[src/rtl/life_scan_ctrl_if.sv]
// Bundle between the life scan sequencer and its surroundings.
// It carries the run/step controls, the core's row data and cursor, the
// core addressing outputs, and the LED matrix drive.
interface life_scan_ctrl_if #(
    parameter int unsigned X     = 8,
    parameter int unsigned Y     = 8,
    parameter int unsigned LOG2X = 3,
    parameter int unsigned LOG2Y = 3
);
    logic                   run;
    logic                   step;
    logic [X-1:0]           row;
    logic [LOG2X-1:0]       cursor_x;
    logic [LOG2Y-1:0]       cursor_y;
    logic [LOG2X+LOG2Y-1:0] cnt;
    logic                   nxt_bit;
    logic                   busy;
    logic [Y-1:0]           row_sel;
    logic [X-1:0]           col_out;

    // Side that drives the controls and row data and observes the sequencer.
    modport master (
        output run, step, row, cursor_x, cursor_y,
        input  cnt, nxt_bit, busy, row_sel, col_out
    );

    // The sequencer itself.
    modport slave (
        input  run, step, row, cursor_x, cursor_y,
        output cnt, nxt_bit, busy, row_sel, col_out
    );
endinterface

[src/rtl/life_scan_ctrl.sv]
// Life core sequencer.
// It alternates between two phases. In the display phase it scans the LED matrix
// one row per prescaler tick and overlays a blinking cursor. In the compute phase
// it walks every cell address with the nxt_bit strobe, one cell per clock.
module life_scan_ctrl #(
    parameter int unsigned X          = 8,
    parameter int unsigned Y          = 8,
    parameter int unsigned LOG2X      = 3,
    parameter int unsigned LOG2Y      = 3,
    parameter int unsigned PRESC_W    = 4,
    parameter int unsigned GEN_FRAMES = 4,
    parameter int unsigned BLINK_W    = 3
) (
    input  logic clk,
    input  logic reset,
    life_scan_ctrl_if.slave bus
);
    localparam int unsigned CW   = LOG2X + LOG2Y;
    localparam int unsigned FC_W = (GEN_FRAMES > 1) ? $clog2(GEN_FRAMES) : 1;

    localparam logic [FC_W-1:0]  LAST_FRAME = FC_W'(GEN_FRAMES - 1);
    localparam logic [LOG2Y-1:0] LAST_Y     = LOG2Y'(Y - 1);
    localparam logic [CW-1:0]    LAST_CELL  = CW'(X * Y - 1);

    typedef enum logic {DISP, CALC} state_t;

    state_t           state_q, state_d;
    logic [PRESC_W-1:0] presc_q, presc_d;
    logic [FC_W-1:0]  frame_q, frame_d;
    // One bit wider than BLINK_W, so the MSB toggles every 2^BLINK_W frames.
    logic [BLINK_W:0] blink_cnt_q, blink_cnt_d;
    logic             pend_q, pend_d;
    logic [CW-1:0]    cnt_q, cnt_d;
    logic             nxt_bit_q, nxt_bit_d;
    logic             busy_q, busy_d;
    logic [Y-1:0]     row_sel_q, row_sel_d;
    logic [X-1:0]     col_out_q, col_out_d;

    logic             tick;
    logic             blink;
    logic             frame_end;
    logic [LOG2Y-1:0] y_cur;
    logic [LOG2Y-1:0] y_next;

    assign tick      = &presc_q;
    assign blink     = blink_cnt_q[BLINK_W];
    assign y_cur     = cnt_q[CW-1:LOG2X];
    assign y_next    = y_cur + LOG2Y'(1);
    assign frame_end = tick && (y_cur == LAST_Y);

    // Next-state logic for the scan/compute sequencer and all registered outputs.
    always_comb begin
        state_d     = state_q;
        presc_d     = presc_q + PRESC_W'(1);
        frame_d     = frame_q;
        blink_cnt_d = blink_cnt_q;
        pend_d      = pend_q;
        cnt_d       = cnt_q;
        nxt_bit_d   = nxt_bit_q;
        busy_d      = busy_q;
        row_sel_d   = row_sel_q;
        col_out_d   = col_out_q;

        case (state_q)
            DISP: begin
                if (tick) begin
                    // Latch the row that has been addressed for the whole tick period.
                    // Then move the address on to the next row.
                    row_sel_d        = '0;
                    row_sel_d[y_cur] = 1'b1;
                    col_out_d        = bus.row;
                    if ((y_cur == bus.cursor_y) && blink) begin
                        col_out_d[bus.cursor_x] = ~bus.row[bus.cursor_x];
                    end
                    cnt_d = {y_next, {LOG2X{1'b0}}};

                    if (frame_end) begin
                        frame_d     = (frame_q == LAST_FRAME) ? '0 : frame_q + FC_W'(1);
                        blink_cnt_d = blink_cnt_q + (BLINK_W + 1)'(1);
                        if (pend_q || (bus.run && (frame_q == LAST_FRAME))) begin
                            state_d   = CALC;
                            cnt_d     = '0;
                            nxt_bit_d = 1'b1;
                            busy_d    = 1'b1;
                            row_sel_d = '0;
                            col_out_d = '0;
                            pend_d    = 1'b0;
                        end
                    end
                end
            end
            CALC: begin
                if (cnt_q == LAST_CELL) begin
                    state_d   = DISP;
                    cnt_d     = '0;
                    nxt_bit_d = 1'b0;
                    busy_d    = 1'b0;
                end else begin
                    cnt_d = cnt_q + CW'(1);
                end
            end
            default: state_d = DISP;
        endcase

        // A step request is never lost. One that arrives on the entry clock
        // re-arms pend and is serviced at the following frame end.
        if (bus.step) begin
            pend_d = 1'b1;
        end
    end

    // State and output registers, cleared asynchronously.
    always_ff @(posedge clk or negedge reset) begin
        if (!reset) begin
            state_q     <= DISP;
            presc_q     <= '0;
            frame_q     <= '0;
            blink_cnt_q <= '0;
            pend_q      <= 1'b0;
            cnt_q       <= '0;
            nxt_bit_q   <= 1'b0;
            busy_q      <= 1'b0;
            row_sel_q   <= '0;
            col_out_q   <= '0;
        end else begin
            state_q     <= state_d;
            presc_q     <= presc_d;
            frame_q     <= frame_d;
            blink_cnt_q <= blink_cnt_d;
            pend_q      <= pend_d;
            cnt_q       <= cnt_d;
            nxt_bit_q   <= nxt_bit_d;
            busy_q      <= busy_d;
            row_sel_q   <= row_sel_d;
            col_out_q   <= col_out_d;
        end
    end

    assign bus.cnt     = cnt_q;
    assign bus.nxt_bit = nxt_bit_q;
    assign bus.busy    = busy_q;
    assign bus.row_sel = row_sel_q;
    assign bus.col_out = col_out_q;
endmodule

[src/flat_wrapper.sv]
// flat-port wrapper written by rule: the top's interface ports become plain ports
module life_scan_ctrl_flat 
#(
    parameter int unsigned X          = 8,
    parameter int unsigned Y          = 8,
    parameter int unsigned LOG2X      = 3,
    parameter int unsigned LOG2Y      = 3,
    parameter int unsigned PRESC_W    = 4,
    parameter int unsigned GEN_FRAMES = 4,
    parameter int unsigned BLINK_W    = 3
)
  (clk, reset, bus_run, bus_step, bus_row, bus_cursor_x, bus_cursor_y, bus_cnt, bus_nxt_bit, bus_busy, bus_row_sel, bus_col_out);
  life_scan_ctrl_if #(.X(X), .Y(Y), .LOG2X(LOG2X), .LOG2Y(LOG2Y)) bus_i ();
  input  logic clk;
  input  logic reset;
  input wire logic [$bits(bus_i.run)-1:0] bus_run;
  input wire logic [$bits(bus_i.step)-1:0] bus_step;
  input wire logic [$bits(bus_i.row)-1:0] bus_row;
  input wire logic [$bits(bus_i.cursor_x)-1:0] bus_cursor_x;
  input wire logic [$bits(bus_i.cursor_y)-1:0] bus_cursor_y;
  output wire logic [$bits(bus_i.cnt)-1:0] bus_cnt;
  output wire logic [$bits(bus_i.nxt_bit)-1:0] bus_nxt_bit;
  output wire logic [$bits(bus_i.busy)-1:0] bus_busy;
  output wire logic [$bits(bus_i.row_sel)-1:0] bus_row_sel;
  output wire logic [$bits(bus_i.col_out)-1:0] bus_col_out;
  assign bus_i.run = bus_run;
  assign bus_i.step = bus_step;
  assign bus_i.row = bus_row;
  assign bus_i.cursor_x = bus_cursor_x;
  assign bus_i.cursor_y = bus_cursor_y;
  assign bus_cnt = bus_i.cnt;
  assign bus_nxt_bit = bus_i.nxt_bit;
  assign bus_busy = bus_i.busy;
  assign bus_row_sel = bus_i.row_sel;
  assign bus_col_out = bus_i.col_out;
  life_scan_ctrl #(.X(X), .Y(Y), .LOG2X(LOG2X), .LOG2Y(LOG2Y), .PRESC_W(PRESC_W), .GEN_FRAMES(GEN_FRAMES), .BLINK_W(BLINK_W)) u_core (.clk(clk), .reset(reset), .bus(bus_i));
endmodule
[config.mk]
export PLATFORM = sky130hd
export DESIGN_NAME = life_scan_ctrl_flat
export DESIGN_NICKNAME = d
export VERILOG_FILES = /design/src/rtl/life_scan_ctrl_if.sv /design/src/rtl/life_scan_ctrl.sv /design/src/flat_wrapper.sv
export SDC_FILE = /design/constraint.sdc
export NUM_CORES = 1
export LEC_CHECK = 0
export CAP_MARGIN = 20
export CORE_MARGIN = 5
export CORE_UTILIZATION = 40
export DETAILED_ROUTE_END_ITERATION = 12
export PLACE_DENSITY = 0.64
export SLEW_MARGIN = 20
export SYNTH_ARGS = -nofsm -noshare
export SYNTH_HDL_FRONTEND = slang
export SYNTH_SLANG_ARGS = --single-unit
[constraint.sdc]
create_clock -name clk -period 2.29 [get_ports clk]
set_input_delay 0.3435 -clock clk [delete_from_list [all_inputs] [get_ports clk]]
set_output_delay 0.3435 -clock clk [all_outputs]
set_load 0.005 [all_outputs]
# Word-level counts from Yosys, hierarchy flattened
# Cells that the tools add are included.
[word_totals]
input_bits = 18
out_inout_bits = 24
elab_cells = 76
regBits = 35
[op_classes]
n_eq_ne = 9
mux = 33
bitwise = 2
order_cmp = 4
addsub = 5
n_reduce_logical = 14
[ops]
columns = ["operator", "count"]
rows = [
  ["$mux 8", 5],
  ["$mux 6", 4],
  ["$mux 1", 16],
  ["$pmux 6 s2", 1],
  ["$reduce_and 4->1", 3],
  ["$add 4x1->4 const B", 2],
  ["$bwmux 8", 1],
  ["$lt 3x4->1 const B", 2],
  ["$add 6x1->6 const B", 1],
  ["$demux 1 s3", 2],
  ["$eq 6x6->1 const B", 1],
  ["$ge 3x1->1 const B", 2],
  ["$ne 2x1->1 const B", 3],
  ["$reduce_and 6->1", 1],
  ["$reduce_bool 2->1", 3],
  ["$logic_and 1x1->1", 5],
  ["$reduce_and 5->1", 1],
  ["$ne 2x2->1 const B", 2],
  ["$pmux 1 s2", 2],
  ["$add 3x1->3 const B", 1],
  ["$bmux 1 s3", 1],
  ["$eq 3x3->1", 1],
  ["$eq 3x3->1 const B", 1],
  ["$add 2x1->2 const B", 1],
  ["4 further kinds", 5],
]

# Logic depth before layout (Yosys ltp)
# Gate-level depths: netlist (run 1).
[logic_depth]
word_depth = 8
ltp_mapped = 6
mapped_depth_nobuf = 6

# Worst setup path after synthesis (run 1)
# Ideal clock, no wire load.
[synth_timing]
kind = "reg2reg"
startpoint = "register u_core.cnt_q[4] (netlist: u_core.bus.cnt[4])"
endpoint = "register u_core.col_out_q[4] (netlist: u_core.bus.col_out[4])"
t_required_ns = 2.186
path_stages_with_launch = 7
n_path_buf = 0
slack_ns = 0.264
synth_period_minus_slack_ns = 2.026
setup_ns = 0.104
arrival_time_ns = 1.922
path_cell_list = "dfrtp_1 > ha_1 > ha_1 > and4_1 > and2_0 > or3_4 > o311ai_1"
[synth_via]
elab_chain_cells = 5
elab_cells_between_ends = 7
cone_classes = "eq/ne: 2; mux: 3; reduce/logical: 2"
[synth_rtl]
columns = ["element", "line", "text"]
rows = [
  ["start, declared", "life_scan_ctrl.sv:33", "logic [CW-1:0] cnt_q, cnt_d;"],
  ["start signal, assigned", "life_scan_ctrl.sv:131", "cnt_q <= cnt_d;"],
  ["$eq 3x3->1", "life_scan_ctrl.sv:72", "if ((y_cur == bus.cursor_y) && blink) begin"],
  ["$logic_and 1x1->1", "life_scan_ctrl.sv:72", ""],
  ["$mux 8", "life_scan_ctrl.sv:72", ""],
  ["$mux 8", "life_scan_ctrl.sv:80", "if (pend_q || (bus.run && (frame_q == LAST_FRAME))) begin"],
  ["$mux 8 (*)", "life_scan_ctrl.sv:77", "if (frame_end) begin"],
  ["end signal, assigned", "life_scan_ctrl.sv:135", "col_out_q <= col_out_d;"],
  ["end, declared", "life_scan_ctrl.sv:37", "logic [X-1:0] col_out_q, col_out_d;"],
]
# Mark *: on every way between the ends. The rest lies on a longest branch, timed or not.
# A chain may end at the register's enable or synchronous reset.

# Final worst setup path (run 1)
[layout_timing]
startpoint = "register u_core.cnt_q[3] (netlist: u_core.bus.cnt[3])"
endpoint = "register u_core.col_out_q[4] (netlist: u_core.bus.col_out[4])"
# The elaborated chain is that of the path after synthesis.

==> results of run 1 <==
-- area by class of cell --
class	instances	area [µm²]
clock buffer	6	72.6
fill	382	1960
inverter	7	26.3
multi-input combinational	118	860
sequential	35	876
tap	52	65.1
timing repair buffer	52	493
-- per-stage QoR --
step | util | total power [mW]
2_1_floorplan | - | 0.655
4_1_cts | 0.549 | 1.11
3_5_place_dp | 0.533 | 0.712
5_1_grt | 0.549 | 1.14
3_3_place_gp | 0.533 | 0.711
6_report | 0.549 | 1.09
-- cell usage after synthesis (2+ instances only) --
master,instances
a22o_1,4
a32o_1,4
buf_2,2
clkbuf_1,7
dfrtp_1,35
ha_1,6
inv_1,7
mux2_2,3
mux2i_1,2
nand2_1,16
nand3_1,5
nand4_1,9
nor2_1,6
nor4bb_1,2
o211ai_1,2
o21ai_0,5
o22ai_1,2
o311ai_0,4
o311ai_1,3
o41ai_1,4
or2_2,3
or3_1,3
xnor2_1,9
xor2_1,3
-- critical path, stage by stage (launching register included) --
cell and delay (ps):
dfrtp_1 380, ha_1 220, ha_1 210, and4_1 240
and2_0 150, or3_4 430, o311ai_1 290
-- worst min-delay path by stage --
stage,from,endpoint,slack [ps],depth (start not counted)
floorplan,reset,u_core.blink_cnt_q[0],50,0
global placement,u_core.bus.row_sel[1],u_core.bus.row_sel[1],460,2
detailed placement,u_core.bus.row_sel[3],u_core.bus.row_sel[3],470,2
CTS,u_core.bus.row_sel[3],u_core.bus.row_sel[3],480,2
global route,u_core.blink_cnt_q[2],u_core.blink_cnt_q[2],500,1
finish,u_core.blink_cnt_q[2],u_core.blink_cnt_q[2],470,1
-- registers in the layout (all words and copies together) (netlist names) --
name / cells
u_core.bus.row_sel: 8
u_core.presc_q: 4
u_core.pend_q: 1
u_core.bus.nxt_bit: 1
u_core.bus.cnt: 6
u_core.blink_cnt_q: 4
u_core.state_q: 1
u_core.frame_q: 2
u_core.bus.col_out: 8
-- logic make-up after synthesis --
logic type                 Yosys count  share of synthesized area
AOI/OAI and AO/OA                   38                      0.167
xor gates and xnor gates            12                     0.0582
buffers and inverters               17                     0.0388
and+or+nand+nor                     57                      0.179
DFF                                 35                      0.485
adders and majority gates            6                     0.0416
muxes                                5                     0.0298
-- routing by layer --
metal  share of wire  vias to the layer above  wire length [µm]  GRT usage
li1                -                      741                 -          -
met1            0.45                      730              1910      0.189
met2            0.47                       38              2010      0.234
met3           0.064                        5               271     0.0515
met4          0.0090                        0                38     0.0447
met5               0                        -                 0          0
-- power by group --
| group | switching, mW | total [mW] | leakage (nW) | internal, mW |
|---|---|---|---|---|
| combinational | 0.0334 | 0.0767 | 0.598 | 0.0433 |
| clock | 0.189 | 0.391 | 0.0371 | 0.202 |
| sequential | 0.00141 | 0.623 | 0.396 | 0.621 |
| total | 0.224 | 1.09 | 1.03 | 0.867 |
==> summary.txt, run 1 <==
CTS
  – Post-cts sizing count: 0
  – Root Buffer: clkbuf_8
  – CTS max path bufs: 2
  – Clock Sinks: 35
  – TritonCTS clock tree: done
  – Post-CTS Hold Buffers: 0
  – Reg clk slew, reported paths: 60 ps
  – Clock latency on the worst-skew pair: between 200 and 300 ps
  – H-Tree Depth: 2
  – TritonCTS Buffers: 5
  – Post-CTS setup buffer count: 0

Power and ir drop
  – P_leak: around 1.0 nW
  – Worst vdd rail ir drop: 0.375 mV
  – Cell area power density: between 400 and 500 nW/µm²

Worst setup path
  – Arr. time, crit path: about 2200 ps
  – Capturing point of the worst reg2reg path: u_core.bus.col_out[4]
  – Worst setup startpoint: u_core.bus.cnt[3]
  – Critical Path RT: around 2500 ps
  – Reg-to-reg startpoint: u_core.bus.cnt[3]
  – Largest fanout on the critical path: 5
  – Reg2reg path depth: 6
  – CP Capture Type: flip-flop
  – Crit path kind: reg -> reg
  – CP Launch Type: flip-flop
  – R2R setup slack: roughly 270 ps
  – Critical Path Sink: u_core.bus.col_out[4]

Finish
  – Area grow syn2layout: 32.5%
  – ANT cells: 0
  – Most frequent cells in the layout: clkdlybuf4s50_1 (41), dfrtp_1 (35), nand2_1 (16), buf_4 (11)
  – Fraction of layout cells with a size suffix above 1: 0.110
  – Final Instance Area: 2390 µm²
  – Finished Layout Cells: between 200 and 300
  – Layout Nets: 243
  – Most common cell after layout, fill and taps aside: clkdlybuf4s50_1

Flow run
  – Max_cap viols: 0

Synth
  – Ys flop type: dfrtp_1
  – Synthesized cell area: roughly 1800 µm²
  – Synth warn: 0
  – Synth area leader: dfrtp_1
  – EDFF count, synth: 0
  – Synth top area share: 0.485
  – Netlist cell types: 48
  – Seq/Total Area, Yosys: 0.485
  – Ys async rst share: 1.00
  – Top post-synthesis cells by area: dfrtp_1 (49%), xnor2_1 (4.4%), ha_1 (4.2%)
  – Synthesized flop and latch total: 35
  – Cell count after synthesis: between 150 and 200
  – Synth Net Count: just under 200
  – Post-Syn Area per Cell: about 11 µm²

STA
  – Final worst slack: ~270 ps
  – Worst Hold Margin: approximately 470 ps
  – Final period utilization: 0.880
  – RSZ-0062 raised after global routing: false
  – Worst slew margin: 0.684
  – Slew Limit Fails: 0
  – Fmax achieved: about 500 MHz
  – Tmin final: between 2000 and 2500 ps
  – Clk_skew: roughly 6.7 ps
  – Final Hold Viols: 0
  – Setup TNS: 0 ps
  – Final Setup Violations: 0
  – Worst Tran Pin Value: ~470 ps

Floorplan
  – Die H: around 77 µm
  – Die Wd: between 70 and 80 µm
  – Rows: 24
  – Initial Util: 0.415
  – Total die area: 5960 µm²
  – Core ar.: ~4400 µm²
  – IO Count: between 40 and 50

Place
  – Port Buf Inserts: 41
  – Cell count after placement: between 200 and 300
  – Detailed placer's ending HPWL: between 3000 and 4000 µm
  – Placed Instance Area: between 2000 and 2500 µm²
  – DP Worst Slack: between 150 and 200 ps
  – GP Congestion: around 0.78

Route
  – Post-DRT Antenna Nets: 0
  – Routed WL: 4220 µm
  – # DRC: 0
  – Vias/cell: roughly 5.6
  – DRT iter0 DRCs: 70
  – Drt pass-1 iters: 4
  – Wire length per cell: roughly 16 µm
  – Via count: roughly 1,500

GRT
  – Vias in the first global route: roughly 1,500
  – First-pass GRT wire length: approximately 7000 µm
  – Global-route usage over all layers: 0.148
  – Grt total ovfl: 0
  – Largest net degree at the start of global routing: 36
  – Initial antenna violation count: 0

Run status
  – Status: finished, final reports clean

Worst hold path
  – HP Class: reg -> reg
Note: power is estimated with default switching activity, not from simulation.
==> run 2: changes to the inputs <==
--- a/config.mk
+++ b/config.mk
@@ -7,9 +7,9 @@
 export LEC_CHECK = 0
 export CAP_MARGIN = 20
 export CORE_MARGIN = 5
-export CORE_UTILIZATION = 40
+export CORE_UTILIZATION = 49
 export DETAILED_ROUTE_END_ITERATION = 12
-export PLACE_DENSITY = 0.64
+export PLACE_DENSITY = 0.77
 export SLEW_MARGIN = 20
 export SYNTH_ARGS = -nofsm -noshare
 export SYNTH_HDL_FRONTEND = slang
==> run 2 against run 1 <==
Net effect: clock-buffer cell count is 1 higher; cell count decreased by 1.1%; via count barely moved; non-clock buffer count shrank 1; utilization is 11 points higher; total power increased by 2.6%; critical endpoint is now u_core.bus.col_out[7]; clock power increased by 7.2%; fmax is 6.7% lower; clock skew hardly changed; setup slack got worse by 140 ps; cell area shrank 0.16%.
==> summary.txt, run 2 (synthesis gave the netlist of run 1 again) <==
Run status
  – Status: finished, final reports clean

Place
  – Placed Instance Area: between 2000 and 2500 µm²
  – Detailed placer's ending HPWL: 3190 µm
  – GP Congestion: 0.845
  – Port Buf Inserts: roughly 40
  – DP Worst Slack: between 100 and 150 ps
  – Cell count after placement: about 260

Finish
  – ANT cells: 0
  – Util after Layout: 0.662
  – Fillers: approximately 280
  – Final Instance Area: about 2400 µm²
  – Area grow syn2layout: 32.3%
  – Most frequent cells in the layout: clkdlybuf4s50_1 (41), dfrtp_1 (35), nand2_1 (16), buf_4 (10)
  – Finished Layout Cells: about 270
  – Fraction of layout cells with a size suffix above 1: 0.110
  – Layout Nets: 242
  – Most common cell after layout, fill and taps aside: clkdlybuf4s50_1

Route
  – Wire length per cell: between 15 and 20 µm
  – # DRC: 0
  – DRT iter0 DRCs: 83
  – Post-DRT Antenna Nets: 0
  – Drt pass-1 iters: 4
  – Routed WL: approximately 4200 µm
  – Vias/cell: ~5.7
  – Wl on met1: 1790 µm
  – Met2 routed WL: 2060 µm
  – DR top layer: met4
  – Via count: about 1,500
  – WL met3: ~270 µm

Floorplan
  – Rows: 22
  – Initial Util: 0.501
  – Die Wd: roughly 71 µm
  – Die H: around 71 µm
  – Core ar.: between 3000 and 4000 µm²
  – IO Count: 42
  – Total die area: 5000 µm²

Worst setup path
  – R2R setup slack: ~130 ps
  – CP Capture Type: flip-flop
  – Critical Path RT: roughly 2500 ps
  – Arr. time, crit path: around 2300 ps
  – Crit path kind: reg -> reg
  – CP Launch Type: flip-flop
  – Largest fanout on the critical path: 6
  – Worst setup startpoint: u_core.bus.cnt[3]
  – Reg-to-reg startpoint: u_core.bus.cnt[3]

STA
  – Worst Hold Margin: around 470 ps
  – Worst Tran Pin Value: ~480 ps
  – Final worst slack: 130 ps
  – Worst slew margin: 0.677
  – Final Hold Viols: 0
  – Tmin final: 2160 ps
  – RSZ-0062 raised after global routing: false
  – Clk_skew: about 6.3 ps
  – Final period utilization: 0.943
  – Final Setup Violations: 0
  – Fmax achieved: 463 MHz
  – Setup TNS: 0 ps
  – Slew Limit Fails: 0

CTS
  – Post-cts sizing count: 0
  – CTS max path bufs: 2
  – Reg clk slew, reported paths: ~70 ps
  – Post-CTS Hold Buffers: 0
  – Clock Sinks: 35
  – Root Buffer: clkbuf_8
  – TritonCTS clock tree: done
  – TritonCTS Buffers: 5
  – H-Tree Depth: 2
  – Post-CTS setup buffer count: 0
  – Clock latency on the worst-skew pair: between 200 and 300 ps

GRT
  – Largest net degree at the start of global routing: 36
  – First-pass GRT wire length: between 7000 and 8000 µm
  – Global-route usage over all layers: 0.179
  – Initial antenna violation count: 0
  – Vias in the first global route: around 1,500
  – Grt total ovfl: 0

Power and ir drop
  – Cell area power density: between 400 and 500 nW/µm²
  – Worst vdd rail ir drop: 0.423 mV
  – P_leak: 1.03 nW
  – Total Power: ~1.1 mW

Flow run
  – Max_cap viols: 0

Worst hold path
  – HP Class: in -> async
[run 2: area by class of cell]
class | instances | area (µm²) | share of cell area
Sequential cell | 35 | 876 | 0.367
Multi-Input combinational cell | 118 | 860 | 0.360
Tap cell | 48 | 60.1 | 0.0251
Inverter | 7 | 26.3 | 0.0110
Timing Repair Buffer | 51 | 485 | 0.203
Clock buffer | 7 | 76.3 | 0.0320
Clock inverter | 1 | 5.00 | 0.00210
[run 2: critical path: stages, from the launching register on]
cell and delay (ps):
dfrtp_1 400, ha_1 220, ha_1 200, and4_1 230, and2_0 230, or3_4 460
o311ai_1 310
[run 2: worst paths after layout]
path / to / cells past startpoint
worst min-delay path: u_core.bus.row_sel[0] / 2
max in group asynchronous: u_core.bus.col_out[4] / 2
worst min register to register: u_core.bus.row_sel[1] / 2
min in group clk: u_core.bus.row_sel[1] / 2
worst max-delay path: u_core.bus.col_out[7] / 6
worst max register to register: u_core.bus.col_out[7] / 6
[run 2: layer usage]
layer  vias to the layer above  track usage
li1                        743            -
met1                       723        0.216
met2                        42        0.303
met3                         7       0.0554
met4                         0       0.0626
met5                         -            0
[run 2: power by group]
group,internal [mW],total (mW),switching (mW)
combinational,0.0433,0.0773,0.0340
sequential,0.621,0.622,0.00151
clock,0.213,0.419,0.207
total,0.877,1.12,0.242
==> run 3: changes to the inputs <==
--- a/config.mk
+++ b/config.mk
@@ -5,9 +5,10 @@
 export SDC_FILE = /design/constraint.sdc
 export NUM_CORES = 1
 export LEC_CHECK = 0
+export ABC_AREA = 1
 export CAP_MARGIN = 20
 export CORE_MARGIN = 5
-export CORE_UTILIZATION = 49
+export CORE_UTILIZATION = 50
 export DETAILED_ROUTE_END_ITERATION = 12
 export PLACE_DENSITY = 0.77
 export SLEW_MARGIN = 20
==> run 3 against run 2 <==
Net effect: worst hold slack got worse by 13 ps; fmax rose by 13%; via count rose by 13%; clock skew rose by 2.0 ps; critical endpoint is now u_core.bus.col_out[2].
==> summary.txt, run 3 <==
CTS
  – TritonCTS Buffers: 5
  – Post-CTS Hold Buffers: 0
  – Root Buffer: clkbuf_8
  – Clock Sinks: 35
  – Post-cts sizing count: 0
  – TritonCTS clock tree: done
  – H-Tree Depth: 2
  – Post-CTS setup buffer count: 0
  – Clock latency on the worst-skew pair: between 200 and 300 ps
  – Reg clk slew, reported paths: 70 ps
  – CTS max path bufs: 2

Finish
  – Area occupied by registers: roughly 880 µm²
  – Finished Layout Cells: between 300 and 400
  – Area grow syn2layout: 27.3%
  – Most frequent cells in the layout: nand2_1 (97), clkdlybuf4s50_1 (41), dfrtp_1 (35), inv_1 (26), nand3_1 (22)
  – Fillers: ~320
  – Layout Nets: 324
  – Util after Layout: 0.666
  – Area occupied by multi-input gates: roughly 930 µm²
  – Most common cell after layout, fill and taps aside: nand2_1
  – ANT cells: 0
  – Fraction of layout cells with a size suffix above 1: 0.0633

Flow run
  – Max_cap viols: 0

Worst setup path
  – Arr. time, crit path: about 2100 ps
  – CP Buf/Inv Count: 1
  – CP Launch Type: flip-flop
  – Largest fanout on the critical path: 8
  – Critical Path, Cell by Cell: ha_1 > ha_1 > inv_1 > nor2_1 > nand2_1 > nand2_1 > nor2_2 > nand3_1 > nand2_1
  – Critical Path RT: 2510 ps
  – CP max-delay cell: dfrtp_1
  – Crit path kind: reg -> reg
  – Slowest stage delay, CP: around 460 ps
  – CP Capture Type: flip-flop
  – Most frequent CP cell: nand2_1
  – Delay-heaviest family, CP: simple AND/OR/NAND/NOR gates

Route
  – DRT iter0 DRCs: 114
  – Wire length per cell: between 10 and 15 µm
  – Vias/cell: between 4 and 5
  – # DRC: 0
  – Post-DRT Antenna Nets: 0
  – Drt pass-1 iters: 4
  – Routed WL: 4100 µm
  – Via count: roughly 1,700

STA
  – Final Hold Viols: 0
  – Worst slew margin: 0.713
  – Final period utilization: 0.833
  – Worst Hold Margin: ~460 ps
  – RSZ-0062 raised after global routing: false
  – Tmin final: roughly 1900 ps
  – Slew Limit Fails: 0
  – Clk_skew: between 8 and 9 ps
  – Final worst slack: roughly 380 ps
  – Fmax achieved: between 500 and 600 MHz
  – Setup TNS: 0 ps
  – Worst Tran Pin Value: 430 ps
  – Final Setup Violations: 0

GRT
  – First-pass GRT wire length: a little under 7000 µm
  – Global-route usage over all layers: 0.165
  – Vias in the first global route: around 1,600
  – Largest net degree at the start of global routing: 36
  – Initial antenna violation count: 0
  – Grt total ovfl: 0

Floorplan
  – Total die area: around 5200 µm²
  – Initial Util: 0.524
  – Core ar.: ~3700 µm²
  – Die H: between 70 and 80 µm
  – IO Count: 42
  – Rows: 22
  – Die Wd: 72.4 µm

Synth
  – Netlist cell types: 25
  – Synth Net Count: 279
  – Synthesized flop and latch total: 35
  – Top cells by count, synth: nand2_1 (97), dfrtp_1 (35), inv_1 (26)
  – Ys flop type: dfrtp_1
  – Most numerous cell in the Yosys netlist: nand2_1
  – EDFF count, synth: 0
  – Seq/Total Area, Yosys: 0.450
  – Post-Syn Area per Cell: 7.63 µm²
  – Synth area leader: dfrtp_1
  – Synth top area share: 0.450
  – Cell count after synthesis: 255
  – Synthesized cell area: between 1500 and 2000 µm²
  – Synth warn: 0
  – Ys async rst share: 1.00
  – Top post-synthesis cells by area: dfrtp_1 (45%), nand2_1 (19%), nand3_1 (5.7%)

Place
  – Detailed placer's ending HPWL: ~3100 µm
  – Port Buf Inserts: 41
  – Cell count after placement: ~340
  – GP Congestion: a little under 0.9
  – DP Worst Slack: 266 ps

Worst hold path
  – HP Class: reg -> reg

Run status
  – Status: finished, final reports clean

Power and ir drop
  – Cell area power density: about 480 nW/µm²
  – Worst vdd rail ir drop: 0.334 mV
  – P_leak: about 1.2 nW
==> run 3: area by class of cell <==
class                      instances  area share
timing repair buffer              42       0.169
inverter                          29      0.0440
tap                               48      0.0243
clock buffer                       6      0.0334
sequential                        35       0.354
multi-input combinational        187       0.374
clock inverter                     1     0.00202
==> run 3: kinds of logic (layout without fill, tap and decap cells) <==
group / Yosys count / after routing / share of synthesized area
buffers and inverters: 33 / 78 / 0.0740
AND/OR/NAND/NOR: 153 / 153 / 0.350
adder cells (fa/ha/maj): 6 / 6 / 0.0386
XOR/XNOR: 6 / 6 / 0.0270
flip-flops: 35 / 35 / 0.450
AO/OA/AOI/OAI: 22 / 22 / 0.0605
==> run 3: metal layers <==
metal | vias to the layer above | part of all wire | routed length, µm | track usage
met3 | 6 | 0.049 | 200 | 0.0457
li1 | 893 | - | - | -
met1 | 777 | 0.46 | 1890 | 0.213
met4 | 0 | 0.011 | 44 | 0.0430
met2 | 38 | 0.48 | 1960 | 0.275
met5 | - | 0 | 0 | 0
==> run 3: final timing paths <==
| path | endpoint | start | slack [ps] | cells after the start |
|---|---|---|---|---|
| hold / removal | u_core.presc_q[0] | u_core.presc_q[0] | 460 | 1 |
| setup reg to reg | u_core.bus.col_out[2] | u_core.bus.cnt[4] | 380 | 9 |
| setup / recovery | u_core.bus.col_out[2] | u_core.bus.cnt[4] | 380 | 9 |
| min in group asynchronous | u_core.bus.col_out[5] | reset | 470 | 2 |
| max in group asynchronous | u_core.blink_cnt_q[1] | reset | 1510 | 2 |
| hold reg to reg | u_core.presc_q[0] | u_core.presc_q[0] | 460 | 1 |
==> run 3: metrics by stage <==
step | power [mW] | area [µm²]
after detailed placement | 0.750 | 2390
after CTS | 1.19 | 2480
after floorplan | 0.683 | 1950
after global routing | 1.23 | 2480
after global placement | 0.748 | 2390
final | 1.18 | 2480
==> run 3: report_power, final <==
part           internal (mW)  leakage, nW  switching [mW]
registers              0.625        0.451         0.00403
clock network          0.236       0.0470           0.210
logic                 0.0531        0.731          0.0544
